===== src/rtl/hazard_ctrl_pkg.sv =====
// hazard_ctrl_pkg: shared FSM encoding, forward-select codes and the pipeline bubble instruction.
package hazard_ctrl_pkg;

    typedef enum logic [1:0] {
        RUN       = 2'd0,
        MD_WAIT   = 2'd1,
        IMEM_WAIT = 2'd2
    } state_t;

    localparam logic [1:0] FWD_RF  = 2'b00;
    localparam logic [1:0] FWD_WB  = 2'b01;
    localparam logic [1:0] FWD_MEM = 2'b10;

    localparam logic [31:0] NOP = 32'h0000_0013;

endpackage


===== src/rtl/hazard_fwd_unit.sv =====
// hazard_fwd_unit: combinational operand forwarding select and load-use detection.
module hazard_fwd_unit
    import hazard_ctrl_pkg::*;
(
    input  logic [4:0] rs1D,
    input  logic [4:0] rs2D,
    input  logic [4:0] rs1E,
    input  logic [4:0] rs2E,
    input  logic [4:0] rdE,
    input  logic [4:0] rdM,
    input  logic [4:0] rdW,
    input  logic       RegWriteE,
    input  logic       LoadE,
    input  logic       RegWriteM,
    input  logic       RegWriteW,
    output logic [1:0] ForwardAE,
    output logic [1:0] ForwardBE,
    output logic       load_use
);

    logic m_ok, w_ok;

    // x0 is hardwired to zero, so a write to it never produces a dependency
    assign m_ok = RegWriteM && rdM != 5'd0;
    assign w_ok = RegWriteW && rdW != 5'd0;

    assign ForwardAE = (m_ok && rdM == rs1E) ? FWD_MEM :
                       (w_ok && rdW == rs1E) ? FWD_WB  : FWD_RF;
    assign ForwardBE = (m_ok && rdM == rs2E) ? FWD_MEM :
                       (w_ok && rdW == rs2E) ? FWD_WB  : FWD_RF;

    assign load_use = LoadE && RegWriteE && rdE != 5'd0 && (rdE == rs1D || rdE == rs2D);

endmodule


===== src/rtl/hazard_ctrl.sv =====
// hazard_ctrl: pipeline stall/flush/forward control with mul/div wait, imem wait and perf counters.
module hazard_ctrl
    import hazard_ctrl_pkg::*;
#(
    parameter int MD_TIMEOUT = 64,
    parameter int CNT_W      = 32
) (
    input  logic             clk,
    input  logic             rst_n,
    input  logic [4:0]       rs1D,
    input  logic [4:0]       rs2D,
    input  logic [4:0]       rs1E,
    input  logic [4:0]       rs2E,
    input  logic [4:0]       rdE,
    input  logic             RegWriteE,
    input  logic             LoadE,
    input  logic [4:0]       rdM,
    input  logic             RegWriteM,
    input  logic [4:0]       rdW,
    input  logic             RegWriteW,
    input  logic             PCSrcE,
    input  logic             MdE,
    input  logic             md_done,
    input  logic             imem_ready,
    output logic             StallF,
    output logic             StallD,
    output logic             StallE,
    output logic             FlushD,
    output logic             FlushE,
    output logic             FlushM,
    output logic [1:0]       ForwardAE,
    output logic [1:0]       ForwardBE,
    output logic             md_start,
    output logic             md_err,
    output logic [CNT_W-1:0] stall_cnt,
    output logic [CNT_W-1:0] flush_cnt
);

    localparam int TW = MD_TIMEOUT > 1 ? $clog2(MD_TIMEOUT) : 1;

    state_t        state;
    logic [TW-1:0] tmo;
    logic          load_use, md_hold, br, lu, im;

    hazard_fwd_unit u_fwd (
        .rs1D      (rs1D),
        .rs2D      (rs2D),
        .rs1E      (rs1E),
        .rs2E      (rs2E),
        .rdE       (rdE),
        .rdM       (rdM),
        .rdW       (rdW),
        .RegWriteE (RegWriteE),
        .LoadE     (LoadE),
        .RegWriteM (RegWriteM),
        .RegWriteW (RegWriteW),
        .ForwardAE (ForwardAE),
        .ForwardBE (ForwardBE),
        .load_use  (load_use)
    );

    // Each term is already masked by every higher-priority cause for this cycle
    assign md_hold = state == MD_WAIT && !md_done;
    assign br      = state != MD_WAIT && PCSrcE;
    assign lu      = state == RUN && !PCSrcE && !MdE && load_use;
    assign im      = !imem_ready && !PCSrcE &&
                     (state == IMEM_WAIT || (state == RUN && !MdE && !load_use));

    assign StallF = md_hold | lu | im;
    assign StallD = md_hold | lu;
    assign StallE = md_hold;
    assign FlushD = br | im;
    assign FlushE = br | lu;
    assign FlushM = md_hold;

    always_ff @(posedge clk or negedge rst_n) begin
        if (!rst_n) begin
            state     <= RUN;
            tmo       <= '0;
            md_start  <= 1'b0;
            md_err    <= 1'b0;
            stall_cnt <= '0;
            flush_cnt <= '0;
        end else begin
            md_start <= 1'b0;
            md_err   <= 1'b0;
            if (StallF && !(&stall_cnt)) stall_cnt <= stall_cnt + CNT_W'(1);
            if (br && !(&flush_cnt)) flush_cnt <= flush_cnt + CNT_W'(1);
            case (state)
                RUN: begin
                    if (!PCSrcE) begin
                        if (MdE) begin
                            state    <= MD_WAIT;
                            tmo      <= '0;
                            md_start <= 1'b1;
                        end else if (!load_use && !imem_ready) begin
                            state <= IMEM_WAIT;
                        end
                    end
                end
                MD_WAIT: begin
                    if (md_done) begin
                        state <= RUN;
                    end else if (tmo == TW'(MD_TIMEOUT - 1)) begin
                        md_err <= 1'b1;
                        state  <= RUN;
                    end else begin
                        tmo <= tmo + TW'(1);
                    end
                end
                IMEM_WAIT: if (!PCSrcE && imem_ready) state <= RUN;
                default:   state <= RUN;
            endcase
        end
    end

endmodule


===== config.mk =====
export PLATFORM = sky130hd
export DESIGN_NAME = hazard_ctrl
export DESIGN_NICKNAME = d
export VERILOG_FILES = /design/src/rtl/hazard_ctrl_pkg.sv /design/src/rtl/hazard_fwd_unit.sv /design/src/rtl/hazard_ctrl.sv
export SDC_FILE = /design/constraint.sdc
export NUM_CORES = 1
export LEC_CHECK = 0
export ABC_AREA = 1
export BUFFER_PORTS_ARGS = -buffer_cell sky130_fd_sc_hd__buf_4
export CORE_UTILIZATION = 30
export DETAILED_ROUTE_END_ITERATION = 16
export PLACE_DENSITY = 0.55
export SKIP_LAST_GASP = 1
export SLEW_MARGIN = 20
export SYNTH_ARGS = -nofsm -noshare
export SYNTH_HDL_FRONTEND = slang
export SYNTH_HIERARCHICAL = 1
export SYNTH_SLANG_ARGS = --single-unit

===== constraint.sdc =====
create_clock -name clk -period 2.5 [get_ports clk]
set_input_delay 0.125 -clock clk [delete_from_list [all_inputs] [get_ports clk]]
set_output_delay 0.125 -clock clk [all_outputs]
set_load 0.02 [all_outputs]

==> flow_summary.json <==
{
  "status": "finished clean",
  "track_usage_pct": 16.3,
  "pwr_density_cell_nw_per_um2": 566,
  "r2r_setup_slack_ns": 0.53,
  "synth_cell_types": 28,
  "cts_made_buffers": 9,
  "period_share_pct": 78.7,
  "final_antenna_net_count": 0,
  "route.detailed.vias_per_inst": 4.43,
  "fmax_mhz": 508,
  "cap_viol_max_count": 0,
  "nNetsFinal": 1029,
  "yosys-top-cells-area": "sky130_fd_sc_hd__dfrtp_1 35%, sky130_fd_sc_hd__nand2_1 28%, sky130_fd_sc_hd__nor2_1 8.4%",
  "p_leak_nw": 3.36,
  "synthMostInstantiatedCell": "sky130_fd_sc_hd__nand2_1",
  "total_global_routing_overflow": 0,
  "finalSetupViolCount": 0,
  "final_hold_viol_count": 0,
  "clk_transition_reported_paths_ns": 0.06,
  "postSynthCellCount": 857,
  "portBuffers": 120,
  "slew-limit-headroom_pct": 66.7,
  "pin_count": 121,
  "routed_wire_length_per_instance_um": 12.1,
  "number_of_iterations_in_the_first_detailed_routing_pass": 6,
  "maximum_number_of_pins_on_one_net_before_global_route_repair": 75,
  "yosys_warns": 6,
  "total_die_area_sq_um": 18300,
  "worst-endpoint-arrival_ns": 2.18,
  "setup.worst_path.class": "register to register",
  "cts_buffer_depth": 2,
  "vias_in_the_first_global_route": 4872,
  "post_cts_resize_count": 0,
  "critical_path.startpoint_type": "register",
  "syn-mean-instance-area_sq_um": 6.23,
  "critical_path.endpoint_type": "register",
  "coreArea_sq_um": 17400,
  "vias": 5361,
  "maximum_clock_skew_at_final_layout_ns": 0.0100,
  "yosys.area.top_type": "sky130_fd_sc_hd__dfrtp_1",
  "finalWeightedCongestion": 0.817,
  "grt_pass1_wl_um": 23700,
  "cts_hold_repair.buffers": 2,
  "seqCellArea_sq_um": 1850,
  "fill_cells": 1834,
  "dp_slack_ns": 0.378,
  "timing.final.max_slew_violations": 0,
  "route.final.wire_length_um": 14600,
  "detailed_placement_hpwl_um": 11200,
  "predominant_post_synthesis_flop_cell": "sky130_fd_sc_hd__dfrtp_1",
  "critical_path.max_fanout": 30,
  "post-route-min-period_ns": 1.97,
  "timing.final.ws_setup_ns": 0.532,
  "initial_utilization_pct": 30.8,
  "synth_enable_flop_cells": 0,
  "cts.root.buffer_cell": "sky130_fd_sc_hd__clkbuf_16",
  "ys_top_cells_by_count": "401 x sky130_fd_sc_hd__nand2_1, 119 x sky130_fd_sc_hd__nor2_1, 74 x sky130_fd_sc_hd__dfrtp_1, 73 x sky130_fd_sc_hd__inv_1, 43 x sky130_fd_sc_hd__nand3_1",
  "h-tree-depth": 3,
  "synthesis.nets": 905,
  "antennaDiodeCount": 0,
  "ir_drop_uv": 421,
  "post_route_cells_drive_above_1_share_pct": 17.7,
  "synth-seq-cells": 74,
  "die_height_um": 135,
  "synth.top_cell.area_share_pct": 34.7,
  "drt_iter0_drc": 267,
  "syn_to_final_growth_pct": 27.0,
  "tightest_slew_ns": 0.499,
  "buffers_inserted_by_post_cts_timing_repair": 0,
  "rsz0062_at_grt": "no",
  "holdCritPathClass": "primary input to register",
  "die_width_um": 135,
  "tritoncts": "yes",
  "remaining_drc_errors": 0,
  "synth-seq-area-share_pct": 34.7,
  "async_reset_ff_share_pct": 100,
  "antenna_violations_before_repair": 0,
  "synthesized_area_sq_um": 5340,
  "std_cell_rows": 48,
  "clk-insertion-delay-late_ns": 0.34,
  "clkSinkCount": 74,
  "multiInputGateArea_sq_um": 3050,
  "totalNegativeSetupSlack_ns": 0,
  "data_required_time_at_the_worst_endpoint_ns": 2.71
}
## logic make-up after synthesis
group                      synth area share (%)
and+or+nand+nor                            48.4
DFF                                        34.7
adders and majority gates                 0.703
buffers and inverters                      8.22
xor gates and xnor gates                   5.25
AOI/OAI and AO/OA                          2.72
## worst max-delay path, cell delays in order (launching register included)
cell                      delay, ns
sky130_fd_sc_hd__dfrtp_1       0.44
sky130_fd_sc_hd__ha_1          0.23
sky130_fd_sc_hd__nand2_2       0.08
sky130_fd_sc_hd__nor2_4        0.18
sky130_fd_sc_hd__nand2_4       0.10
sky130_fd_sc_hd__nor2_4        0.16
sky130_fd_sc_hd__nand2_2       0.09
sky130_fd_sc_hd__nand2_4       0.11
sky130_fd_sc_hd__buf_4         0.33
sky130_fd_sc_hd__o21ai_0       0.12
## registers in the layout, summed over array words and instances, names as in the netlist
register   cells
flush_cnt     32
stall_cnt     32
tmo            6
state          2
md_err         1
md_start       1
## layer usage
layer	vias up	track usage [%]	share of wire, %
li1	2874	-	-
met1	2363	19.8	44
met2	108	28.5	49
met3	16	4.79	5.3
met4	0	3.37	1.3
met5	-	0	0
## final timing paths
| check | startpoint | endpoint | cells after the start |
|---|---|---|---|
| max | stall_cnt[0]$_DFFE_PN0P_ | stall_cnt[8]$_DFFE_PN0P_ | 9 |
| min | imem_ready | state[1]$_DFFE_PN0P_ | 3 |
| max reg2reg | stall_cnt[0]$_DFFE_PN0P_ | stall_cnt[8]$_DFFE_PN0P_ | 9 |
| min reg2reg | flush_cnt[1]$_DFFE_PN0P_ | flush_cnt[1]$_DFFE_PN0P_ | 2 |
| max in group asynchronous | rst_n | flush_cnt[13]$_DFFE_PN0P_ | 3 |
| min in group asynchronous | rst_n | stall_cnt[6]$_DFFE_PN0P_ | 2 |
## layout make-up
| class | instances | share of cell area [%] |
|---|---|---|
| inverter | 86 | 4.76 |
| tap | 225 | 4.15 |
| multi-input combinational | 684 | 45.0 |
| timing repair buffer | 126 | 14.3 |
| clock buffer | 13 | 3.98 |
| sequential | 74 | 27.3 |
| clock inverter | 2 | 0.517 |
## placed cells by master, fill, tap and decap left out, types with 2 or more instances in the layout
cell type                       Yosys  routed
sky130_fd_sc_hd__nor2_2            12      12
sky130_fd_sc_hd__o21ai_1            4       4
sky130_fd_sc_hd__ha_1               3       3
sky130_fd_sc_hd__o21ai_0           15      15
sky130_fd_sc_hd__xnor2_1           15      15
sky130_fd_sc_hd__nor2_1           119     119
sky130_fd_sc_hd__xor2_1            17      17
sky130_fd_sc_hd__inv_1             73      73
sky130_fd_sc_hd__nand2_2            5       5
sky130_fd_sc_hd__nand3b_1          16      16
sky130_fd_sc_hd__nand2_4            3       3
sky130_fd_sc_hd__o21a_1             2       2
sky130_fd_sc_hd__a21oi_1            4       4
sky130_fd_sc_hd__nor2_4             4       4
sky130_fd_sc_hd__and2_1             2       2
sky130_fd_sc_hd__nand3_1           43      43
sky130_fd_sc_hd__buf_4              2     123
sky130_fd_sc_hd__nor3_1             3       3
sky130_fd_sc_hd__nand2_1          401     401
sky130_fd_sc_hd__clkbuf_8           0       3
sky130_fd_sc_hd__inv_2             12      12
sky130_fd_sc_hd__nand4_1           14      14
sky130_fd_sc_hd__clkbuf_16          0       9
sky130_fd_sc_hd__dlygate4sd3_1      0       2
sky130_fd_sc_hd__dfrtp_1           74      74
## per-stage QoR
stage / instance area (sq um) / hold WS, ns / util (%) / std cells / power [mW]
6_report: 6780 / 0.128 / 39.1 / 1210 / 3.84
5_1_grt: 6780 / 0.135 / 39.1 / 1210 / 4.07
4_1_cts: 6760 / 0.118 / 38.9 / 1209 / 3.90
3_5_place_dp: 6430 / 0.305 / 37.0 / 1192 / 2.52
3_3_place_gp: 6430 / 0.302 / 37.0 / 1192 / 2.51
2_1_floorplan: 5340 / -0.171 / - / 857 / 2.18
## power breakdown
group	leakage (nW)	internal, mW	switching (mW)
clock network	0.152	0.848	0.502
logic	2.19	0.392	0.616
registers	1.01	1.32	0.158
total	3.36	2.56	1.28
Power figures use the tool's default switching activity.
